==> config.mk <==
export PLATFORM = sky130hd
export DESIGN_NAME = canvas_renderer_flat
export DESIGN_NICKNAME = d
export VERILOG_FILES = /design/src/rtl/canvas_renderer_if.sv /design/src/rtl/canvas_renderer.sv /design/src/flat_wrapper.sv
export SDC_FILE = /design/constraint.sdc
export NUM_CORES = 1
export LEC_CHECK = 0
export BUFFER_PORTS_ARGS = -buffer_cell sky130_fd_sc_hd__buf_4
export CAP_MARGIN = 20
export CORE_MARGIN = 4
export CORE_UTILIZATION = 65
export CTS_BUF_LIST = sky130_fd_sc_hd__clkbuf_8
export CTS_CLUSTER_SIZE = 20
export DETAILED_ROUTE_END_ITERATION = 10
export HOLD_SLACK_MARGIN = 0.05
export PLACE_DENSITY = 0.85
export SYNTH_ARGS = -nofsm -noshare
export SYNTH_HDL_FRONTEND = slang
export SYNTH_SLANG_ARGS = --single-unit
==> constraint.sdc <==
create_clock -name Clk -period 14.1 [get_ports Clk]
set_input_delay 1.41 -clock Clk [delete_from_list [all_inputs] [get_ports Clk]]
set_output_delay 1.41 -clock Clk [all_outputs]
set_load 0.02 [all_outputs]
==> src/rtl/canvas_renderer_if.sv <==
// Pixel / cursor / RAM / colour bus for the canvas renderer.
// The master drives pixel coordinates, cursor data, mode and RAM read data.
// The slave (renderer) drives the RAM read address and the colour output.
interface canvas_renderer_if #(
    parameter int ADDR_W = 10,
    parameter int DATA_W = 16
);
    logic              pix_valid;
    logic [9:0]        DrawX;
    logic [9:0]        DrawY;
    logic [9:0]        BallX;
    logic [9:0]        BallY;
    logic [9:0]        Ball_size;
    logic [1:0]        mode;
    logic [ADDR_W-1:0] rd_addr;
    logic [DATA_W-1:0] rd_data;
    logic [7:0]        Red;
    logic [7:0]        Green;
    logic [7:0]        Blue;
    logic              rgb_valid;

    modport master (
        output pix_valid, DrawX, DrawY, BallX, BallY, Ball_size, mode, rd_data,
        input  rd_addr, Red, Green, Blue, rgb_valid
    );

    modport slave (
        input  pix_valid, DrawX, DrawY, BallX, BallY, Ball_size, mode, rd_data,
        output rd_addr, Red, Green, Blue, rgb_valid
    );
endinterface

==> src/rtl/canvas_renderer.sv <==
// Two-stage pixel renderer for a GRID_N x GRID_N canvas of CELL_PX-pixel cells.
// Stage 1 maps the pixel to a cell address and evaluates canvas, grid-line and
// cursor hits; stage 2 combines those flags with the RAM word into a colour.
// The cursor centre/radius are latched once per frame at pixel (0,0).
module canvas_renderer #(
    parameter int GRID_N   = 28,
    parameter int CELL_PX  = 14,
    parameter int ORIGIN_X = 0,
    parameter int ORIGIN_Y = 0,
    parameter int DATA_W   = 16,
    parameter int LUMA_LSB = 4,
    parameter int ADDR_W   = 10
) (
    input  logic              Clk,
    input  logic              Reset,
    canvas_renderer_if.slave  bus
);

    localparam int          CANVAS_PX = GRID_N * CELL_PX;
    localparam logic [10:0] X_LO      = 11'(ORIGIN_X);
    localparam logic [10:0] Y_LO      = 11'(ORIGIN_Y);
    localparam logic [10:0] SPAN      = 11'(CANVAS_PX);
    localparam logic [9:0]  CELL_W    = 10'(CELL_PX);

    // Cursor state latched at frame start
    logic [9:0] ball_x_q, ball_x_d;
    logic [9:0] ball_y_q, ball_y_d;
    logic [9:0] ball_s_q, ball_s_d;

    // Stage-1 registers
    logic [ADDR_W-1:0] rd_addr_q, rd_addr_d;
    logic              s1_valid_q, s1_valid_d;
    logic              s1_canvas_q, s1_canvas_d;
    logic              s1_cursor_q, s1_cursor_d;
    logic              s1_grid_q, s1_grid_d;
    logic [1:0]        s1_mode_q, s1_mode_d;

    // Stage-2 registers
    logic [7:0] red_q, red_d;
    logic [7:0] green_q, green_d;
    logic [7:0] blue_q, blue_d;
    logic       rgb_valid_q, rgb_valid_d;

    // Stage-1 combinational terms
    logic        frame_start;
    logic [10:0] rel_x, rel_y;
    logic        on_canvas;
    logic [9:0]  col, row;
    logic [9:0]  mod_x, mod_y;
    logic        grid_line;
    logic [10:0] dx, dy;
    logic [10:0] adx, ady;
    logic [21:0] dist_sq;
    logic [21:0] rad_sq;
    logic        cursor_hit;

    // Stage-2 combinational terms
    logic [7:0] luma;
    logic [7:0] gray;

    // Stage 1: address mapping, hit tests and cursor latch selection
    always_comb begin
        frame_start = bus.pix_valid && (bus.DrawX == 10'd0) && (bus.DrawY == 10'd0);

        // The frame-start pixel itself already uses the freshly latched cursor.
        ball_x_d = ball_x_q;
        ball_y_d = ball_y_q;
        ball_s_d = ball_s_q;
        if (frame_start) begin
            ball_x_d = bus.BallX;
            ball_y_d = bus.BallY;
            ball_s_d = bus.Ball_size;
        end else begin
            ball_x_d = ball_x_q;
            ball_y_d = ball_y_q;
            ball_s_d = ball_s_q;
        end

        // Pixels left/above the origin wrap to a large value and fail the span test.
        rel_x     = {1'b0, bus.DrawX} - X_LO;
        rel_y     = {1'b0, bus.DrawY} - Y_LO;
        on_canvas = (rel_x < SPAN) && (rel_y < SPAN);
        col       = rel_x[9:0] / CELL_W;
        row       = rel_y[9:0] / CELL_W;
        mod_x     = rel_x[9:0] % CELL_W;
        mod_y     = rel_y[9:0] % CELL_W;
        grid_line = on_canvas && ((mod_x == 10'd0) || (mod_y == 10'd0));

        // Squared distance on magnitudes keeps the products unsigned and exact.
        dx         = {1'b0, bus.DrawX} - {1'b0, ball_x_d};
        dy         = {1'b0, bus.DrawY} - {1'b0, ball_y_d};
        adx        = dx[10] ? (11'd0 - dx) : dx;
        ady        = dy[10] ? (11'd0 - dy) : dy;
        dist_sq    = (22'(adx) * 22'(adx)) + (22'(ady) * 22'(ady));
        rad_sq     = 22'(ball_s_d) * 22'(ball_s_d);
        cursor_hit = (ball_s_d != 10'd0) && (dist_sq <= rad_sq);

        rd_addr_d   = rd_addr_q;
        s1_valid_d  = 1'b0;
        s1_canvas_d = s1_canvas_q;
        s1_cursor_d = s1_cursor_q;
        s1_grid_d   = s1_grid_q;
        s1_mode_d   = s1_mode_q;
        if (bus.pix_valid) begin
            rd_addr_d   = on_canvas ? (ADDR_W'(row) * ADDR_W'(GRID_N) + ADDR_W'(col))
                                    : {ADDR_W{1'b0}};
            s1_valid_d  = 1'b1;
            s1_canvas_d = on_canvas;
            s1_cursor_d = cursor_hit;
            s1_grid_d   = grid_line;
            s1_mode_d   = bus.mode;
        end else begin
            s1_valid_d  = 1'b0;
        end
    end

    // Stage-1 and cursor registers with synchronous reset
    always_ff @(posedge Clk) begin
        if (Reset) begin
            ball_x_q    <= 10'd0;
            ball_y_q    <= 10'd0;
            ball_s_q    <= 10'd0;
            rd_addr_q   <= {ADDR_W{1'b0}};
            s1_valid_q  <= 1'b0;
            s1_canvas_q <= 1'b0;
            s1_cursor_q <= 1'b0;
            s1_grid_q   <= 1'b0;
            s1_mode_q   <= 2'd0;
        end else begin
            ball_x_q    <= ball_x_d;
            ball_y_q    <= ball_y_d;
            ball_s_q    <= ball_s_d;
            rd_addr_q   <= rd_addr_d;
            s1_valid_q  <= s1_valid_d;
            s1_canvas_q <= s1_canvas_d;
            s1_cursor_q <= s1_cursor_d;
            s1_grid_q   <= s1_grid_d;
            s1_mode_q   <= s1_mode_d;
        end
    end

    // Stage 2: colour selection; bubbles hold the previous colour
    always_comb begin
        luma = bus.rd_data[LUMA_LSB+7:LUMA_LSB];

        case (s1_mode_q)
            2'd0:    gray = luma;
            2'd1:    gray = 8'hFF - luma;
            2'd2:    gray = s1_grid_q ? 8'h40 : luma;
            2'd3:    gray = (luma >= 8'h80) ? 8'hFF : 8'h00;
            default: gray = luma;
        endcase

        red_d       = red_q;
        green_d     = green_q;
        blue_d      = blue_q;
        rgb_valid_d = 1'b0;
        if (s1_valid_q) begin
            rgb_valid_d = 1'b1;
            if (s1_cursor_q) begin
                red_d   = 8'hFF;
                green_d = 8'h00;
                blue_d  = 8'h00;
            end else if (s1_canvas_q) begin
                red_d   = gray;
                green_d = gray;
                blue_d  = gray;
            end else begin
                red_d   = 8'h00;
                green_d = 8'h00;
                blue_d  = 8'h00;
            end
        end else begin
            rgb_valid_d = 1'b0;
        end
    end

    // Stage-2 output registers with synchronous reset
    always_ff @(posedge Clk) begin
        if (Reset) begin
            red_q       <= 8'd0;
            green_q     <= 8'd0;
            blue_q      <= 8'd0;
            rgb_valid_q <= 1'b0;
        end else begin
            red_q       <= red_d;
            green_q     <= green_d;
            blue_q      <= blue_d;
            rgb_valid_q <= rgb_valid_d;
        end
    end

    assign bus.rd_addr   = rd_addr_q;
    assign bus.Red       = red_q;
    assign bus.Green     = green_q;
    assign bus.Blue      = blue_q;
    assign bus.rgb_valid = rgb_valid_q;

endmodule

==> src/flat_wrapper.sv <==
// flat-port wrapper written by rule: the top's interface ports become plain ports
module canvas_renderer_flat 
#(
    parameter int GRID_N   = 28,
    parameter int CELL_PX  = 14,
    parameter int ORIGIN_X = 0,
    parameter int ORIGIN_Y = 0,
    parameter int DATA_W   = 16,
    parameter int LUMA_LSB = 4,
    parameter int ADDR_W   = 10
)
  (Clk, Reset, bus_pix_valid, bus_DrawX, bus_DrawY, bus_BallX, bus_BallY, bus_Ball_size, bus_mode, bus_rd_data, bus_rd_addr, bus_Red, bus_Green, bus_Blue, bus_rgb_valid);
  canvas_renderer_if #(.ADDR_W(ADDR_W), .DATA_W(DATA_W)) bus_i ();
  input  logic Clk;
  input  logic Reset;
  input wire logic [$bits(bus_i.pix_valid)-1:0] bus_pix_valid;
  input wire logic [$bits(bus_i.DrawX)-1:0] bus_DrawX;
  input wire logic [$bits(bus_i.DrawY)-1:0] bus_DrawY;
  input wire logic [$bits(bus_i.BallX)-1:0] bus_BallX;
  input wire logic [$bits(bus_i.BallY)-1:0] bus_BallY;
  input wire logic [$bits(bus_i.Ball_size)-1:0] bus_Ball_size;
  input wire logic [$bits(bus_i.mode)-1:0] bus_mode;
  input wire logic [$bits(bus_i.rd_data)-1:0] bus_rd_data;
  output wire logic [$bits(bus_i.rd_addr)-1:0] bus_rd_addr;
  output wire logic [$bits(bus_i.Red)-1:0] bus_Red;
  output wire logic [$bits(bus_i.Green)-1:0] bus_Green;
  output wire logic [$bits(bus_i.Blue)-1:0] bus_Blue;
  output wire logic [$bits(bus_i.rgb_valid)-1:0] bus_rgb_valid;
  assign bus_i.pix_valid = bus_pix_valid;
  assign bus_i.DrawX = bus_DrawX;
  assign bus_i.DrawY = bus_DrawY;
  assign bus_i.BallX = bus_BallX;
  assign bus_i.BallY = bus_BallY;
  assign bus_i.Ball_size = bus_Ball_size;
  assign bus_i.mode = bus_mode;
  assign bus_i.rd_data = bus_rd_data;
  assign bus_rd_addr = bus_i.rd_addr;
  assign bus_Red = bus_i.Red;
  assign bus_Green = bus_i.Green;
  assign bus_Blue = bus_i.Blue;
  assign bus_rgb_valid = bus_i.rgb_valid;
  canvas_renderer #(.GRID_N(GRID_N), .CELL_PX(CELL_PX), .ORIGIN_X(ORIGIN_X), .ORIGIN_Y(ORIGIN_Y), .DATA_W(DATA_W), .LUMA_LSB(LUMA_LSB), .ADDR_W(ADDR_W)) u_core (.Clk(Clk), .Reset(Reset), .bus(bus_i));
endmodule
======== Word-level counts from Yosys, hierarchy flattened ========
Cells that the tools add are included.
cells by class
  reductions and logical operators ........ 12
  equality and inequality tests ........... 3
  div/mod/pow operators ................... 4
  multiply operators ...................... 4
  $lt $le $gt $ge ......................... 4
  multiplexer cells ....................... 14
  add/sub/neg operators ................... 7
operators by type and width
  operator                                                                        count
  11-bit by 11-bit multiplier with 22-bit output                                  2
  10-bit logical NOT                                                              4
  10-bit 2-to-1 mux                                                               4
  8-bit 2-to-1 mux                                                                5
  8-bit case mux with 4 select lines                                              1
  22-bit adder                                                                    1
  22-bit by 20-bit less-or-equal comparator with 1-bit output                     1
  11-bit 2-to-1 mux                                                               2
  1-bit by 11-bit subtractor with 11-bit output (first input constant)            2
  10-bit by 10-bit subtractor with 11-bit output                                  2
  10-bit by 4-bit divider with 10-bit output (second input constant)              2
  10-bit by 9-bit less-than comparator with 1-bit output (second input constant)  2
  10-bit by 4-bit remainder unit with 10-bit output (second input constant)       2
  10-bit by 10-bit multiplier with 20-bit output                                  1
  10-bit adder                                                                    1
  10-bit by 3-bit multiplier with 8-bit output (second input constant)            1
  10-bit nonzero test                                                             1
  8-bit >= comparator (second input constant)                                     1
  8-bit subtractor (first input constant)                                         1
  1-bit logical AND                                                               5
  2-bit equality test (second input constant)                                     2
  2-bit by 1-bit equality test with 1-bit output (second input constant)          1
  2-bit logical NOT                                                               1
  1-bit 2-to-1 mux                                                                2
  1-bit logical OR                                                                1
word-level totals
  register bits after elaboration ......... 63
  output and inout bits ................... 35
  input bits .............................. 71

======== Logic depth before layout (Yosys ltp) ========
  depth after elaboration ................. 11
  gate-level depth with buffers ........... 53
  depth with buffers taken out ............ 50

======== Worst setup path before layout ========
No wires, ideal clock.
  kind .................................... input -> register
  from .................................... input bus_DrawY[4]
  to ...................................... register u_core.s1_cursor_q
  data arrival time ....................... 12.382 ns
  stages .................................. 47
  setup slack ............................. 1.660 ns
  data required time ...................... 14.042 ns
  library setup time ...................... 0.058 ns
  path through ............................ clkbuf_1 > nor4_1 > nand4_1 > nor2_1 > buf_2 > buf_2 > mux2i_1 > ha_1 > nor2b_1 > o21a_1 > or3_1 > and2_1 > or3_1 > or3_4 > o31ai_4 > xor2_2 > nor2_1 > inv_1 > [11 not listed] > fa_1 > ha_1 > a21o_1 > a21o_1 > a22oi_1 > inv_1 > a31o_2 > o21ai_0 > xnor2_1 > ha_1 > nor2b_1 > o21ai_0 > nand2b_1 > a221o_1 > a21oi_1 > o21ai_0 > nor2_1 > a31o_1
between the ends
  word-level cells in the longest chain between the ends .. 10
  elaborated cells on any way between the ends .. 18
  those cells by class .................... add/sub: 5; mul: 3; order compare: 1; mux: 5; reduce/logical: 4
ends and longest elaborated chain
  what                                                                      RTL line                                      RTL
  from (decl)                                                               flat_wrapper.sv:18                            input wire logic [$bits(bus_i.DrawY)-1:0] bus_DrawY;
  10-bit logical NOT                                                        canvas_renderer.sv:63                         frame_start = bus.pix_valid && (bus.DrawX == 10'd0) && (bus.DrawY == 10'd0);
  1-bit logical AND                                                         canvas_renderer.sv:63
  10-bit 2-to-1 mux                                                         canvas_renderer.sv:69                         if (frame_start) begin
  10-bit by 10-bit subtractor with 11-bit output, on equally long branches  canvas_renderer.sv:90, canvas_renderer.sv:91
  1-bit by 11-bit subtractor with 11-bit output, on equally long branches   canvas_renderer.sv:92, canvas_renderer.sv:93
  11-bit 2-to-1 mux, on equally long branches                               canvas_renderer.sv:92, canvas_renderer.sv:93
  11-bit by 11-bit multiplier with 22-bit output                            canvas_renderer.sv:94                         dist_sq = (22'(adx) * 22'(adx)) + (22'(ady) * 22'(ady));
  22-bit adder                                                              canvas_renderer.sv:94
  22-bit by 20-bit less-or-equal comparator with 1-bit output               canvas_renderer.sv:96                         cursor_hit = (ball_s_d != 10'd0) && (dist_sq <= rad_sq);
  1-bit logical AND (*)                                                     canvas_renderer.sv:96
  to (signal assigned)                                                      canvas_renderer.sv:136                        s1_cursor_q <= s1_cursor_d;
  to (decl)                                                                 canvas_renderer.sv:34                         logic s1_cursor_q, s1_cursor_d;
Every way passes the cells marked *; elsewhere a longest branch is shown, timed or not.
A chain may end at the register's enable or synchronous reset.

======== Worst setup path after layout ========
Same ends and word-level chain as after synthesis.

==> results.cfg <==
[run_status]
status = finished, final reports clean

[logic_synthesis]
async_flop_share = 0
synth-seq-cells = 63
syn_area_um2 = 15090
synthFlopType = dfxtp_1
synthTopCellsByArea = fa_1, ha_1, dfxtp_1
avgSynthCellArea_um2 = 8.585
synth_cell_types = 85
yosysSeqAreaShare = 0.08357
yosysTopAreaCell = fa_1
ys_warn_count = 0
syn_inst = 1758
synth_top_area_frac = 0.2932
synth-edff-count = 0

[clock_tree]
root_buffer = clkbuf_8
cts_tree = done
postCtsSetupBuffers = 0
cts_resized = 0
worstSkewPairLatency_ps = 340
cts-hold-fix-buffers = 0
clkSinkCount = 63
cts_made_buffers = 9
ctsLongestPathBuffers = 2
clk_pin_slew_ps = 80
h-tree-depth = 3

[finish]
layout-drive-gt1-share = 0.1071
num_antenna_cells = 0
seq_area_um2 = 1261
n_fill_cell = 1677
multi_input_area_um2 = 12430
finalNetCount = 2320
area_delta_synth_final_pct = 8.398

[timing]
max-slew-margin-rel = 0.4125
hold_viol = 0
final.setup_skew_ps = 8.951
fmax_mhz = 77.25
final-setup-viol-count = 0
slew_violations = 0
hold_ws_ps = 502.2
tns_ps = 0
rsz0062_at_grt = false
max_slew.worst_pin.slew_ps = 875.0
finalCritPeriodShare = 0.9181
finalCriticalPeriod_ps = 12940

[floorplan]
coreArea_um2 = 22710
die_h_um = 160.4
io-pin-count = 106
start_util = 0.6646
die-area_um2 = 25720
die_w_um = 160.4
rows = 55

[critical_path]
rrSetupSlack_ps = 3370
critPathArrivalTime_ps = 13240
r2r_cells = 40
critPathSlowestCell = xor2_1
slowest_delay_ps = 570
reg2reg_to = u_core.s1_cursor_q$_SDFFE_PP0P_
cp.required_ps = 14390
crit_type = in -> reg
worst_setup_path_end_kind = register
cp_common_cell = fa_1
critPathMaxFanout = 17
r2r_start = u_core.ball_y_q[0]$_SDFF_PP0_
worst_setup_path_start_kind = input pin

[detailed_routing]
drtIter0Drc = 773
via_count = 12470
wire_per_inst_um = 16.29
drcViolationCount = 0
drt_first_pass_iters = 5
wl_um = 34600
via_per_inst = 5.870
antenna_left = 0

[global_routing]
grt_pass1_vias = 13020
grt_overflow = 0
grt_usage = 0.2750
grt_max_degree = 62
grt_pass1_wl_um = 59510
antenna_found_initial = 0

[place]
io_buffers = 97
gp_congestion = 0.9171
hpwl_um = 28930

[min_path]
hold_depth = 2
min-delay-start = u_core.ball_x_q[6]$_SDFF_PP0_
worstHoldPathType = reg -> reg
holdPathEnd = u_core.ball_x_q[6]$_SDFF_PP0_

[flow_run]
cap_violations = 0
-- how the worst max path moves through the flow --
stage / start / end / depth (start not counted)
3_3_place_gp: bus_DrawY[5] / u_core.s1_cursor_q$_SDFFE_PP0P_ / 45
4_1_cts: bus_DrawY[4] / u_core.s1_cursor_q$_SDFFE_PP0P_ / 42
3_5_place_dp: bus_DrawY[4] / u_core.s1_cursor_q$_SDFFE_PP0P_ / 43
5_1_grt: bus_DrawY[4] / u_core.s1_cursor_q$_SDFFE_PP0P_ / 51
6_report: bus_DrawY[4] / u_core.s1_cursor_q$_SDFFE_PP0P_ / 43
2_1_floorplan: bus_DrawY[4] / u_core.s1_cursor_q$_SDFFE_PP0P_ / 47
-- layout by cell type, fill, tap and decap left out, drive strengths merged, types with 21 or more instances in the layout --
cell	n
a21o	21
a21oi	52
buf	123
dfxtp	63
fa	221
ha	194
inv	305
mux2i	33
nand2	77
nand2b	28
nor2	226
nor2b	29
o21ai	57
or2	29
xnor2	56
xor2	30
-- cell families after synthesis --
logic type / Yosys count / share of synthesized area
compound gates: 277 / 0.1283
xor+xnor: 87 / 0.05240
fa+ha+maj: 416 / 0.4547
buf+inv: 374 / 0.09642
flops: 63 / 0.08357
mux: 39 / 0.02636
other cells: 2 / 0.0004976
simple gates: 500 / 0.1579
-- final cells by class --
| cell class | instances | share of cell area |
|---|---|---|
| repair buffers | 123 | 0.05644 |
| flip-flops and latches | 63 | 0.07709 |
| well taps | 285 | 0.02180 |
| clock inverters | 7 | 0.007648 |
| clock buffers | 9 | 0.007572 |
| multi-input cells | 1333 | 0.7597 |
| inverters | 304 | 0.06975 |
-- metal layers --
layer / part of all wire / GRT usage / vias up
li1: - / - / 5866
met1: 0.41 / 0.3446 / 6127
met2: 0.51 / 0.4960 / 382
met3: 0.049 / 0.03156 / 93
met4: 0.032 / 0.09230 / 0
met5: 0 / 0 / -
-- synth_stat cells (all sizes together) (30+ instances only) --
cell type and n:
inv 301, nor2 226, fa 221, ha 194
nand2 77, dfxtp 63, o21ai 57, xnor2 56
a21oi 52, clkbuf 48, mux2i 33, xor2 30
-- worst max-delay path, delay by kind of cell --
family	cells	cell delay [ps]
XOR/XNOR	2	730
adder cells (fa/ha/maj)	10	4760
multiplexers	1	190
buffers and inverters	5	860
AND/OR/NAND/NOR	10	2110
AO/OA/AOI/OAI	15	3140
-- sequential cells by signal, summed over array words and instances (netlist names) --
name                  flops
u_core.ball_s_q          10
u_core.ball_x_q          10
u_core.ball_y_q          10
u_core.bus.rd_addr       10
u_core.bus.Green          8
u_core.bus.Red            8
u_core.s1_mode_q          2
u_core.bus.rgb_valid      1
u_core.s1_canvas_q        1
u_core.s1_cursor_q        1
u_core.s1_grid_q          1
u_core.s1_valid_q         1
-- per-stage QoR --
stage / utilization / cell area (um^2) / setup WS (ps) / instances
2_1_floorplan: - / 15140 / 1660 / 1770
3_5_place_dp: 0.7094 / 16110 / 910.1 / 2108
6_report: 0.7204 / 16360 / 1155 / 2124
5_1_grt: 0.7204 / 16360 / 454.4 / 2124
3_3_place_gp: 0.7094 / 16110 / 1104 / 2108
4_1_cts: 0.7204 / 16360 / 1216 / 2124
Power is left out: the tool's default activity adds up to more than one toggle a clock period on the data nets, which glitch-free logic cannot reach.
